File: src/rtl/tinyvga_dither_out.sv
// TinyVGA output stage: brightness scaling, 4x4 ordered dither to 2 bits per channel, frame counter.
// Optional TINYVGA_TEMPORAL_DITHER_EN: invert the Bayer x-phase on odd frames.
module tinyvga_dither_out (
    input  logic       clk,
    input  logic       reset,
    input  logic [4:0] r_in,
    input  logic [4:0] g_in,
    input  logic [4:0] b_in,
    input  logic       hsync_in,
    input  logic       vsync_in,
    input  logic       active_in,
    input  logic [1:0] pix_x_lo,
    input  logic [1:0] pix_y_lo,
    input  logic [2:0] bright,
    output logic [7:0] uo_out,
    output logic [9:0] frame_cnt
);

    localparam int unsigned CW = 5;
    localparam int unsigned PW = 8;
    localparam int unsigned DW = 6;
    localparam int unsigned FW = 10;

    // Scale a channel by (bright+1)/8; max product 31*8 = 248 fits in PW bits.
    function automatic logic [CW-1:0] scale(input logic [CW-1:0] v, input logic [2:0] br);
        logic [PW-1:0] p;
        p = PW'(v) * PW'({1'b0, br} + 4'd1);
        return CW'(p >> 3);
    endfunction

    // Dithered 2-bit level; the sum tops out at 63 so DW bits never overflow.
    function automatic logic [1:0] dither(input logic [CW-1:0] s, input logic [3:0] bayer);
        logic [DW-1:0] d;
        d = DW'(s) + DW'(s[4:1]) + DW'(bayer) + DW'(s[4]) + DW'(s[0]);
        return d[5:4];
    endfunction

    logic          phase_t;
    logic [1:0]    bi;
    logic [1:0]    bx;
    logic [3:0]    bayer;

`ifdef TINYVGA_TEMPORAL_DITHER_EN
    assign phase_t = frame_cnt[0];
`else
    assign phase_t = 1'b0;
`endif

    always_comb begin
        bi    = pix_x_lo ^ {2{phase_t}};
        bx    = bi ^ pix_y_lo;
        bayer = {bx[0], bi[0], bx[1], bi[1]};
    end

    logic [CW-1:0] s_r, s_g, s_b;
    logic          hs1, vs1, act1;
    logic [3:0]    bayer1;
    logic          vs_hist;

    // Stage 1: scaled colour plus timing and dither index.
    always_ff @(posedge clk or posedge reset) begin
        if (reset) begin
            s_r    <= '0;
            s_g    <= '0;
            s_b    <= '0;
            hs1    <= 1'b0;
            vs1    <= 1'b0;
            act1   <= 1'b0;
            bayer1 <= '0;
        end else begin
            s_r    <= scale(r_in, bright);
            s_g    <= scale(g_in, bright);
            s_b    <= scale(b_in, bright);
            hs1    <= hsync_in;
            vs1    <= vsync_in;
            act1   <= active_in;
            bayer1 <= bayer;
        end
    end

    logic [1:0] r2, g2, b2;
    logic [7:0] uo_nxt;

    always_comb begin
        r2     = 2'b00;
        g2     = 2'b00;
        b2     = 2'b00;
        if (act1) begin
            r2 = dither(s_r, bayer1);
            g2 = dither(s_g, bayer1);
            b2 = dither(s_b, bayer1);
        end
        uo_nxt = {hs1, b2[0], g2[0], r2[0], vs1, b2[1], g2[1], r2[1]};
    end

    // Stage 2: pin register.
    always_ff @(posedge clk or posedge reset) begin
        if (reset) begin
            uo_out <= '0;
        end else begin
            uo_out <= uo_nxt;
        end
    end

    // Frame counter on stage-1 vsync rising edge.
    always_ff @(posedge clk or posedge reset) begin
        if (reset) begin
            vs_hist   <= 1'b0;
            frame_cnt <= '0;
        end else begin
            vs_hist <= vs1;
            if (vs1 && !vs_hist) begin
                frame_cnt <= frame_cnt + FW'(1);
            end
        end
    end

endmodule

File: config.mk
export PLATFORM = sky130hd
export DESIGN_NAME = tinyvga_dither_out
export DESIGN_NICKNAME = d
export VERILOG_FILES = /design/src/rtl/tinyvga_dither_out.sv
export SDC_FILE = /design/constraint.sdc
export NUM_CORES = 1
export LEC_CHECK = 0
export ABC_AREA = 1
export CORE_MARGIN = 2
export CORE_UTILIZATION = 51
export CTS_CLUSTER_SIZE = 28
export DETAILED_ROUTE_END_ITERATION = 6
export GPL_ROUTABILITY_DRIVEN = 0
export MAX_ROUTING_LAYER = met4
export PLACE_DENSITY_LB_ADDON = 0.05
export SLEW_MARGIN = 10
export SYNTH_ARGS = -nofsm -noshare
export SYNTH_HDL_FRONTEND = slang
export SYNTH_SLANG_ARGS = --single-unit
File: constraint.sdc
create_clock -name clk -period 1.8 [get_ports clk]
set_clock_uncertainty 0.15 [all_clocks]
set_input_delay 0.45 -clock clk [delete_from_list [all_inputs] [get_ports clk]]
set_output_delay 0.45 -clock clk [all_outputs]
set_load 0.01 [all_outputs]
Yosys cells after proc, flatten, opt, wreduce, memory -nomap -nowiden:

Index checks and enable logic that the tools add are counted.

* register bits: 41
* input bits: 27
* output and inout port bits: 18
* logic and storage cells: 33

* add/subtract/negate cells: 14
* multipliers: 3
* multiplexer cells: 3
* bitwise operators: 1
* reductions and logical operators: 2

Operator list (number)
* $add 6x1->6: 6
* $add 5x4->6: 3
* $add 6x4->6: 3
* $mul 5x8->8: 2
* $add 10x1->10 const B: 1
* $mul 5x4->8: 1
* $mux 2: 3
* $add 3x1->4 const B: 1
* $xor 2x2->2: 1
* $logic_and 1x1->1: 1
* $logic_not 1->1: 1

Logic depth before layout (Yosys ltp):

Gate-level depths: netlist (run 1).

* depth after elaboration: 5
* depth in mapped cells: 16
* mapped depth without buffers: 15

Worst setup path after synthesis (run 1):

OpenSTA, ideal clock, no wires.

* path kind: input to register
* start: input port bright[0]
* end: register s_g[4]
* setup time: 0.118 ns
* arrival: 3.068 ns
* data required time: 1.532 ns
* setup slack: -1.535 ns
* stages on the path: 16
* path buffers: 1
* path through: ha_1 > or2_2 > nand2_1 > buf_4 > nor2_1 > fa_1 > inv_1 > fa_1 > inv_1 > ha_1 > nand2_1 > nand2_1 > a21oi_1 > nand2_1 > nand2_1 > nand2_1

* longest elaborated chain between the ends: 2

Ends and longest elaborated chain
* start, declared: line 14 `input logic [2:0] bright,`
* $add 3x1->4: line 27 `p = PW'(v) * PW'({1'b0, br} + 4'd1);`
* $mul 5x8->8: line 27
* end signal, assigned: line 72 `s_g <= scale(g_in, bright);`
* end, declared: line 55 `logic [CW-1:0] s_r, s_g, s_b;`

Every way passes these cells.
A chain may end at the register's enable or synchronous reset.

Final worst setup path (run 1):

* start: input port bright[1]
* end: register s_b[4]

* longest elaborated chain between the ends: 2

Ends and longest elaborated chain
* $add 3x1->4: line 27
* $mul 5x4->8: line 27
* end signal, assigned: line 73 `s_b <= scale(b_in, bright);`
* end, declared: line 55

Every way passes these cells.

==> results.md, run 1 <==
* Area Overhead vs Synth at 43.0%
* Min-delay worst type: register to register
* Pin count of the biggest net entering global routing at 26
* Worst IR Drop VDD at 0.417 mV
* Leakage at 2.83 nW
* Multi-input logic area at 2700 µm²
* Slew @ Worst Pin at 0.383 ns
* Slowest CP cell: fa_1
* IO Port Bufs at 44
* Post-Synthesis Cells at 459
* Num CTS Buffers at 5
* Setup violators final at 21
* Final worst slack at -1.12 ns
* Vias/cell at 4.71
* First-pass iteration count of the detailed router at 4
* Post-Syn Area per Cell at 7.96 µm²
* DP Worst Slack at -1.83 ns
* Pwr Density at 977 nW/µm²
* Syn nets at 557
* Initial antenna violation count at 0
* Die extent in y at 88.6 µm
* Period minus WS final at 2.92 ns
* Clk slew on worst S/H paths at 0.07 ns
* Failing checks: setup timing
* Vias in the first global route at 3114
* Fin area at 5230 µm²
* Final core utilization at 0.761
* Clock root cell: clkbuf_8
* Slew HR at 0.743
* Fillers at 486
* Yosys cell types at 23
* Mapped Area at 3650 µm²
* Setup TNS at -15.11 ns
* GRT overflow at 0
* DR vias at 3152
* Smallest hold slack at 0.215 ns
* H-tree depth at 2
* Max-Cap Viols at 0
* Dpl hpwl at 5.98 mm
* DRT iter0 DRCs at 110
* Die area at 7860 µm²
* Crit path launch type: primary input
* CP max FO at 4
* Clock Path Buffers at 2
* Core area at 6870 µm²
* Clk sinks at 40
* Worst path required time at 1.83 ns
* Final period util at 1.62
* GRT Overall Usage at 0.217
* DP Area at 4650 µm²
* Final slew viol count at 0
* Per-cell routed wire length at 11.8 µm
* Share of the yosys chip area belonging to registers at 0.274
* #FFs+latches synth at 40
* Crit Path Class: primary input to register
* Fmax at 343 MHz
* Share of layout cells above drive strength 1 at 0.300
* Ports at 45
* Synth Warn # at 0
* Cells along the critical path: buf_8 > ha_4 > or2_4 > nand2_4 > buf_6 > nor2_4 > fa_1 > inv_1 > fa_1 > inv_2 > ha_4 > nand2_2 > nand2_2 > a21oi_2 > nand2_1 > nand2_1 > nand2_1
* Max stage delay on crit path at 0.48 ns
* Total Wirelength at 7.90 mm
* Row count at 30
* # hold bufs at CTS at 0
* Clock insertion delay at the later pin of the skew report at 0.28 ns
* Die W at 88.6 µm
* First-pass GRT wire length at 13.0 mm
* DRC Markers at 0
* Fin nets at 670
* Final Hold Viols at 0
* CTS tree: done
* Status: finished with violations
* Unrepaired setup endpoints after global routing: yes
* Critical path capture point type: register
* Register area at 1000 µm²
* CP Data Arrival Time at 2.95 ns
* Remaining antenna violation count after routing at 0
* Inserted Diodes at 0
* Crit path top cell by count: nand2_1
* Initial core utilization at 0.532
worst max-delay path: cells and delay by family:
kind | cells | cell delay (ns)
fa+ha+maj | 4 | 1.33
simple gates | 8 | 0.68
compound gates | 1 | 0.16
buf+inv | 4 | 0.30
registers in the layout, indices dropped and copies added, names as in the netlist:
name and cells:
s_g 5, vs1 1, frame_cnt 10, s_b 5
hs1 1, act1 1, uo_out 8, s_r 5
bayer1 4
cell type report:
class / instances / share of cell area
inverter: 86 / 0.0627
tap: 96 / 0.0230
multi-input combinational: 327 / 0.516
clock inverter: 2 / 0.00192
clock buffer: 6 / 0.0158
timing repair buffer: 112 / 0.189
sequential: 40 / 0.192
timing repair:
| item | 4_1_cts | 5_1_grt |
|---|---|---|
| endpoints found under the setup margin | 32 | 25 |
| buffers inserted | 13 | 4 |
| pin swaps | 36 | 32 |
| gates resized for setup | 69 | 50 |
per-stage QoR:
stage / total power (W) / std cells
finish: 0.00511 / 669
global route: 0.00555 / 669
CTS: 0.00478 / 665
detailed placement: 0.00377 / 644
global placement: 0.00368 / 644
floorplan: 0.00292 / 459
cell usage in the layout (no fill, tap or decap), types with 3 or more instances in the layout:
master	synthesis	final
fa_1	30	25
dlygate4sd2_1	0	16
nand2_4	1	3
nand3_1	13	11
a21oi_1	15	5
ha_4	0	17
nand2_2	0	24
clkdlybuf4s50_1	0	21
dlymetal6s2s_1	0	4
xnor2_1	5	5
clkbuf_8	0	6
buf_6	2	9
nor3_2	2	3
nor2_2	2	3
inv_2	0	11
nand4_1	9	9
dfrtp_1	40	38
nand2_1	130	104
a21oi_2	0	10
xor2_1	10	10
buf_4	4	59
inv_1	86	73
fa_2	0	5
nor2_1	54	50
ha_1	41	24
nor2_4	2	5
report_power, final:
group          total [W]  leakage, nW  switching (W)  internal [W]
logic            0.00318         2.28        0.00157       0.00161
clock network   0.000589       0.0510       0.000284      0.000305
registers        0.00133        0.497       0.000200       0.00113
routing by layer:
metal,track usage,up-vias,share of wire
met5,-,-,0
met4,0.0702,0,0.020
met3,0.0205,15,0.031
met2,0.404,64,0.54
met1,0.241,1454,0.41
li1,-,1619,-
final timing paths:
| path | slack, ns | endpoint | startpoint | cells after the start |
|---|---|---|---|---|
| max | -1.12 | s_b[4]$_DFF_PP0_ | bright[1] | 17 |
| min in group asynchronous | 0.34 | uo_out[6]$_DFF_PP0_ | reset | 3 |
| min | 0.21 | uo_out[7]$_DFF_PP0_ | hs1$_DFF_PP0_ | 0 |
| max reg2reg | -0.09 | uo_out[6]$_DFF_PP0_ | s_b[1]$_DFF_PP0_ | 8 |
| min reg2reg | 0.21 | uo_out[7]$_DFF_PP0_ | hs1$_DFF_PP0_ | 0 |
| max in group asynchronous | 0.86 | frame_cnt[3]$_DFFE_PP0P_ | reset | 3 |
synthesized netlist by cell type:
| library cell | n | area share |
|---|---|---|
| a21oi_1 | 15 | 0.021 |
| buf_4 | 4 | 0.0082 |
| buf_6 | 2 | 0.0062 |
| dfrtp_1 | 40 | 0.27 |
| fa_1 | 30 | 0.16 |
| ha_1 | 41 | 0.14 |
| inv_1 | 86 | 0.088 |
| nand2_1 | 130 | 0.13 |
| nand2_4 | 1 | 0.0031 |
| nand3_1 | 13 | 0.018 |
| nand3_2 | 1 | 0.0027 |
| nand3b_1 | 1 | 0.0021 |
| nand4_1 | 9 | 0.015 |
| nor2_1 | 54 | 0.055 |
| nor2_2 | 2 | 0.0034 |
| nor2_4 | 2 | 0.0062 |
| nor3_1 | 4 | 0.0055 |
| nor3_2 | 2 | 0.0055 |
| o21ai_0 | 4 | 0.0055 |
| o21bai_1 | 2 | 0.0041 |
| or2_2 | 1 | 0.0017 |
| xnor2_1 | 5 | 0.012 |
| xor2_1 | 10 | 0.024 |
cells by family after synthesis:
group,Yosys count,synth area share
simple gates,220,0.252
buf+inv,92,0.103
fa+ha+maj,71,0.305
flops,40,0.274
compound gates,21,0.0301
xor+xnor,15,0.0360
Power figures use the tool's default switching activity.
==> run 2: changes to the inputs <==
--- a/config.mk
+++ b/config.mk
@@ -17,3 +17,4 @@
 export SYNTH_ARGS = -nofsm -noshare
 export SYNTH_HDL_FRONTEND = slang
 export SYNTH_SLANG_ARGS = --single-unit
+export TNS_END_PERCENT = 5
==> run 2 against run 1 <==
  * The run still ends with setup timing left
  * Total power shrank 11%
  * Cell count shrank 2.5%
  * Sequential share of layout area grew 1.5 points
  * Critical path depth is the same
  * Clock-buffer cell count is the same
  * Global-route usage shrank 0.91 points
  * First-iteration DRC count shrank 21%
  * Routed wire length shrank 9.3%
  * Via count shrank 4.1%
  * Fmax grew 0.95%
  * Worst hold slack lost 0.0064 ns
  * Setup slack gained 0.027 ns
  * Critical endpoint unchanged
  * Highest routed layer unchanged
==> results.md, run 2 (synthesized netlist as in run 1, its figures left out) <==
* Cells along the critical path: buf_8 > ha_4 > or2_4 > nand2_4 > buf_6 > nor2_4 > fa_1 > inv_2 > fa_1 > inv_2 > ha_4 > nand2_2 > nand2_2 > a21oi_2 > nand2_1 > nand2_1 > nand2_1 (was buf_8 > ha_4 > or2_4 > nand2_4 > buf_6 > nor2_4 > fa_1 > inv_1 > fa_1 > inv_2 > ha_4 > nand2_2 > nand2_2 > a21oi_2 > nand2_1 > nand2_1 > nand2_1)
* Remaining antenna violation count after routing at 0 (unchanged)
* Biggest regs: frame_cnt (10), uo_out (8) (unchanged)
* DP Area at 4650 µm² (about the same)
* H-tree depth at 2 (unchanged)
* IO Port Bufs at 44 (unchanged)
* Die W at 88.6 µm (unchanged)
* Clock root cell: clkbuf_8 (unchanged)
* Cells after DPL at 645 (was 644)
* Setup violators final at 21 (unchanged)
* Fin area at 4840 µm² (was 5230 µm²)
* Final period util at 1.60 (was 1.62)
* Crit path launch type: primary input (unchanged)
* Post-CTS setup buffer count at 0 (was 13)
* Share of layout cells above drive strength 1 at 0.200 (was 0.300)
* Per-cell routed wire length at 11.0 µm (was 11.8 µm)
* Unrepaired setup endpoints after global routing: yes (unchanged)
* Status: finished with violations (unchanged)
* Slew HR at 0.705 (was 0.743)
* Dpl hpwl at 6.07 mm (was 5.98 mm)
* Top reg by flops: frame_cnt (unchanged)
* First-pass iteration count of the detailed router at 4 (unchanged)
* Clk sinks at 40 (unchanged)
* Initial core utilization at 0.532 (unchanged)
* Max-Cap Viols at 0 (unchanged)
* Clk slew on worst S/H paths at 0.07 ns (about the same)
* Clock insertion delay at the later pin of the skew report at 0.29 ns (was 0.28 ns)
* Number of flip-flops in the largest register at 10 (unchanged)
* Setup crit start: bright[0] (was bright[1])
* Fmax at 346 MHz (was 343 MHz)
* Area Overhead vs Synth at 32.6% (was 43.0%)
* Period minus WS final at 2.89 ns (was 2.92 ns)
* Fillers at 568 (was 486)
* Core area at 6870 µm² (unchanged)
* Multi-input logic area at 2500 µm² (was 2700 µm²)
* Post-route insts no fill at 652 (was 669)
* Register area at 1000 µm² (unchanged)
* Vias/cell at 4.63 (was 4.71)
* CP Buf/Inv Count at 4 (unchanged)
* Pin count of the biggest net entering global routing at 28 (was 26)
* Row count at 30 (unchanged)
* DRC Markers at 0 (unchanged)
* Crit Path Class: primary input to register (unchanged)
* Min-delay worst type: register to register (unchanged)
* Num CTS Buffers at 5 (unchanged)
* Ports at 45 (unchanged)
* GRT overflow at 0 (unchanged)
* Worst IR Drop VDD at 0.401 mV (was 0.417 mV)
* Vias in the first global route at 3120 (was 3114)
* Total Wirelength at 7.16 mm (was 7.90 mm)
* Critical path capture point type: register (unchanged)
* GRT Overall Usage at 0.208 (was 0.217)
* CP Data Arrival Time at 2.91 ns (was 2.95 ns)
* Worst reg2reg startpoint: s_r[4]$_DFF_PP0_ (was s_b[1]$_DFF_PP0_)
* Die extent in y at 88.6 µm (unchanged)
* CTS tree: done (unchanged)
* Initial antenna violation count at 0 (unchanged)
* Worst path required time at 1.82 ns (was 1.83 ns)
* DRT iter0 DRCs at 87 (was 110)
* Clock Path Buffers at 2 (unchanged)
* Final worst slack at -1.09 ns (was -1.12 ns)
* Slew @ Worst Pin at 0.439 ns (was 0.383 ns)
* Most frequent cells in the layout: nand2_1, inv_1, nor2_1, buf_4, dfrtp_1 (was nand2_1, inv_1, buf_4, nor2_1, dfrtp_1)
* CP max FO at 4 (unchanged)
* Min-Delay Startpoint: hs1$_DFF_PP0_ (unchanged)
* Slowest CP cell: fa_1 (unchanged)
* Die area at 7860 µm² (unchanged)
* Fin nets at 654 (was 670)
* Pwr Density at 938 nW/µm² (was 977 nW/µm²)
* Final slew viol count at 0 (unchanged)
* # hold bufs at CTS at 0 (unchanged)
* Failing checks: setup timing (unchanged)
* Commonest non-fill, non-tap cell in the layout: nand2_1 (unchanged)
* CP top delay family: adder cells (unchanged)
* Leakage at 2.71 nW (was 2.83 nW)
* DR vias at 3022 (was 3152)
* Final Hold Viols at 0 (unchanged)
* Max stage delay on crit path at 0.49 ns (was 0.48 ns)
* Inserted Diodes at 0 (unchanged)
* Crit path top cell by count: nand2_1 (unchanged)
* First-pass GRT wire length at 12.6 mm (was 13.0 mm)
==> run 2: final cells by class <==
type	instances	area share
inverters	86	0.0666
well taps	96	0.0248
multi-input cells	327	0.515
repair buffers	96	0.170
clock buffers	6	0.0150
flip-flops and latches	40	0.207
clock inverters	1	0.00103
==> run 2: stage by stage <==
stage / util / setup slack (ns) / setup TNS (ns) / power [W] / hold WS [ns]
6_report: 0.705 / -1.09 / -14.85 / 0.00454 / 0.209
5_1_grt: 0.705 / -1.22 / -16.86 / 0.00499 / 0.214
4_1_cts: 0.696 / -1.09 / -14.94 / 0.00442 / 0.212
3_5_place_dp: 0.677 / -1.83 / -26.54 / 0.00379 / 0.186
3_3_place_gp: 0.677 / -1.83 / -25.84 / 0.00370 / 0.189
2_1_floorplan: - / -1.20 / -16.57 / 0.00291 / 0.181
==> run 2: worst paths after layout <==
check,to,slack (ns),cells past startpoint
min in group asynchronous,uo_out[6]$_DFF_PP0_,0.33,3
hold / removal,uo_out[7]$_DFF_PP0_,0.21,0
setup reg to reg,uo_out[0]$_DFF_PP0_,-0.10,6
max in group asynchronous,s_g[4]$_DFF_PP0_,0.83,3
setup / recovery,s_b[4]$_DFF_PP0_,-1.09,17
hold reg to reg,uo_out[7]$_DFF_PP0_,0.21,0
==> run 2: power by group <==
group          leakage [nW]  internal (W)  switching (W)
registers             0.497       0.00113       0.000201
clock network        0.0410      0.000263       0.000280
logic                  2.17       0.00134        0.00133
total                  2.71       0.00273        0.00181
==> run 2: worst register-to-register path, cell delays in order, from the launching register on <==
cell and delay, ns:
dfrtp_1 0.44, fa_1 0.52, ha_4 0.30, nand2_1 0.06, nor3_1 0.19, nor2_1 0.07, nor2_1 0.10
==> run 2: repair_timing <==
action,in CTS,in global routing
hold endpoints to repair,0,0
gates resized for setup,49,13
endpoints found under the setup margin,30,23
pin swaps,24,13
==> run 2: per-layer routing <==
metal / vias to the layer above / global-route usage / part of all wire
met3: 6 / 0.0224 / 0.020
met1: 1393 / 0.244 / 0.45
met4: 0 / 0.0413 / 0.0098
li1: 1582 / - / -
met5: - / - / 0
met2: 41 / 0.383 / 0.52
==> RTL change 1 (settings of run 1) <==
The option `TINYVGA_TEMPORAL_DITHER_EN` is turned on by a define.
--- a/src/rtl/tinyvga_dither_out.sv
+++ b/src/rtl/tinyvga_dither_out.sv
@@ -1,5 +1,7 @@
 // TinyVGA output stage: brightness scaling, 4x4 ordered dither to 2 bits per channel, frame counter.
 // Optional TINYVGA_TEMPORAL_DITHER_EN: invert the Bayer x-phase on odd frames.
+`define TINYVGA_TEMPORAL_DITHER_EN
+
 module tinyvga_dither_out (
     input  logic       clk,
     input  logic       reset,
Function: changed (Yosys sat finds a counterexample within 10 cycles, from zero or initial values and one cycle with reset high).
==> RTL change 1 against run 1 <==
The flow still finishes with violations (negative setup slack). Die area shrank 3.1%. Design area shrank 5.3%. Synthesized area shrank 3.2%. Wire length shrank 14%. Sequential share of layout area grew 1.1 points. Combinational power grew 1%. Sequential cell count is the same. Setup slack lost 47 ps. Total power grew 6.3%. Critical endpoint is now s_g[4].
==> RTL change 1: results <==
outcome:
  status: "complete, but fails checks"
  violations: "negative setup slack"
layout:
  nClkBuffers: 7
  drive_gt1_share_pct: 27.8
  buffers: 105
  multiInputGateArea_um2: 2440
  nFillCells: 533
  n_sequential_cell: 40
  bufAreaShareNonClock_pct: 19.4
  comb.multi_input.count: 293
  clockNetworkAreaShare_pct: 2.55
  fin_cells: 609
  final_cell_area_um2: 4950
  n_all_inverters: 83
  nets: 626
route:
  via_count: 2823
  drt_iter0_markers: 72
  wl_met3_um: 202
  met1_length_um: 3030
  wl_per_cell_um: 11.2
  dr_wl_met2_um: 3480
global_route:
  grt_max_degree: 41
  grt_use_total_pct: 20.3
  grt_pass1_wl_um: 11900
  grt.met1_usage_pct: 23.8
  grt_util_met3_pct: 2.84
  met2_usage_pct: 35.6
cts:
  htree_levels: 2
  cts_setup_buffers: 12
  cts-resized-gates: 40
  clk_transition_reported_paths_ps: 70
  clkLatencyLatePin_ps: 290
pwr:
  seq_power_share_pct: 26.2
  power.leakage_nw: 2.81
  ir_drop_uv: 410
  intPower_w: 0.00332
  clock_power_share_pct: 14.5
  swShare_pct: 38.9
place:
  place_ws_ps: -1920
  dpl.hpwl_um: 5530
  place_area_um2: 4520
  portBuffers: 44
  dp.cells: 587
synthesis:
  synth_commonest_cells: "nand2_1, inv_1, nor2_1"
  synth_nets: 519
  avgSynthCellArea_um2: 8.40
  synthAdderAreaFrac_pct: 31.5
  synthMuxAreaShare_pct: 0
  synth-xor-area-share_pct: 5.45
  synth_ff_type: "dfrtp_1"
  netlist_top_cells_area: "dfrtp_1, fa_1, ha_1"
  yosys_warnings: 0
  synth_cell_type_count: 24
  synth-seq-area-share_pct: 28.3
  synth-compound-area-share_pct: 3.68
sta:
  fin_tns_setup_ps: -15960
  worstMarginPinSlew_ps: 239
  finalSetupViolCount: 21
  setup_ws_ps: -1160
setup_path:
  crit_arrival_ps: 3000
==> RTL change 1: cell count changes in the layout (fill, tap and decap cells not counted), moves of 8 or more <==
cell,change
buf_6,-8
clkdlybuf4s50_1,+8
dlygate4sd2_1,-12
ha_1,+9
ha_4,-9
nand2_1,-12
nor2_1,-11
==> RTL change 1: worst max-delay path: stages <==
cell and delay, ps:
buf_8 100, ha_4 150, or2_4 250, nand2_8 100, buf_6 100, nor2_4 30
fa_1 520, inv_2 40, fa_1 510, inv_2 50, ha_4 280, nand2_2 50
inv_2 60, nand2_2 60, nor2_4 120, nor2_1 40, nand2_1 50, nand2_1 40
==> RTL change 1: final timing paths <==
path                       cells past startpoint        end       from  slack [ps]
hold reg to reg                                0  uo_out[7]        hs1         200
max in group asynchronous                      3     s_r[4]      reset         940
setup reg to reg                               7  uo_out[4]     s_r[3]        -100
hold / removal                                 0  uo_out[7]        hs1         200
setup / recovery                              18     s_g[4]  bright[1]       -1160
min in group asynchronous                      3  uo_out[2]      reset         350
==> RTL change 2 (config.mk and constraints of run 1) <==
Made on the original files. Register the output `uo_out` once more, cleared by the reset; this adds one clock of latency there. The other outputs are not delayed to match.
--- a/src/rtl/tinyvga_dither_out.sv
+++ b/src/rtl/tinyvga_dither_out.sv
@@ -20,6 +20,8 @@
     localparam int unsigned PW = 8;
     localparam int unsigned DW = 6;
     localparam int unsigned FW = 10;
+
+    logic [7:0] uo_s0;
 
     // Scale a channel by (bright+1)/8; max product 31*8 = 248 fits in PW bits.
     function automatic logic [CW-1:0] scale(input logic [CW-1:0] v, input logic [2:0] br);
@@ -96,9 +98,9 @@
     // Stage 2: pin register.
     always_ff @(posedge clk or posedge reset) begin
         if (reset) begin
-            uo_out <= '0;
+            uo_s0 <= '0;
         end else begin
-            uo_out <= uo_nxt;
+            uo_s0 <= uo_nxt;
         end
     end
 
@@ -115,5 +117,13 @@
         end
     end
 
+    always_ff @(posedge clk or posedge reset) begin
+        if (reset) begin
+            uo_out <= '0;
+        end else begin
+            uo_out <= uo_s0;
+        end
+    end
+
 endmodule
 
Behaviour: not the same (Yosys sat finds a counterexample within 4 cycles, from zero or initial values and one cycle with reset high).
==> RTL change 2 against run 1 <==
The flow still finishes with violations (negative setup slack). Wire length increased by 5.6%. Design area increased by 5.4%. Register-to-register slack got worse by 30 ps. Die area increased by 6.7%. Setup slack got worse by 84 ps. Synthesized area increased by 7.0%. Sequential cell count increased by 8. Maximum frequency decreased by 2.8%. Total power increased by 13%. Critical path type unchanged. Largest power group unchanged.
==> RTL change 2: results <==
outcome:
  status: "complete, but fails checks"
  violations: "negative setup slack"
place:
  place_area_um2: 4950
  dp.cells: 676
  place_ws_ps: -1890
  dpl.hpwl_um: 6210
pwr:
  power.leakage_nw: 2.96
  swShare_pct: 39.3
  ir_drop_uv: 573
  switchingPower_w: 0.00227
layout:
  final_cell_area_um2: 5510
  nets: 701
  nFillCells: 510
sta:
  holdWs_ps: 200
  fin_crit_sh_pct: 167
  setup_ws_ps: -1200
  finalSetupViolCount: 21
  worstMarginPinSlew_ps: 239
setup_path:
  rrSetupSlack_ps: -120
  crit_arrival_ps: 3050
  reg2reg_to: "uo_s0[5]"
  critical_path.max_fanout: 5
global_route:
  grt.met1_usage_pct: 23.5
  met2_usage_pct: 37.5
  grt_pass1_wl_um: 14000
  grt_use_total_pct: 20.7
  grt_util_met3_pct: 2.49
  grt_max_degree: 49
route:
  wl_per_cell_um: 11.9
  wirelength_um: 8340
  dr_wl_met2_um: 4240
  drt_iter0_markers: 105
  wl_met3_um: 263
synthesis:
  avgSynthCellArea_um2: 8.06
  synth_nets: 583
  synth_commonest_cells: "nand2_1, inv_1, nor2_1"
[RTL change 2: logic make-up (layout without fill, tap and decap cells)]
logic type	count (synthesis)	count (layout)	synth area share (%)
flip-flops	48	48	30.7
AO/OA/AOI/OAI	21	21	2.75
adder cells (fa/ha/maj)	71	71	28.5
buffers and inverters	94	212	9.79
AND/OR/NAND/NOR	239	239	25.5
XOR/XNOR	12	12	2.69
[RTL change 2: layout make-up]
type | count | area share (%)
Inverter | 89 | 6.15
Timing Repair Buffer | 116 | 18.5
Tap cell | 99 | 2.25
Sequential cell | 48 | 21.9
Clock buffer | 7 | 1.75
Multi-Input combinational cell | 343 | 49.5
[RTL change 2: worst max-delay path by stage]
stage | slack, ps | from | endpoint
2_1_floorplan | -1220 | bright[0] | s_g[4]
3_3_place_gp | -1810 | bright[0] | s_g[3]
3_5_place_dp | -1890 | bright[0] | s_r[4]
4_1_cts | -1190 | bright[1] | s_r[4]
5_1_grt | -1360 | bright[1] | s_b[4]
6_report | -1200 | bright[1] | s_b[2]
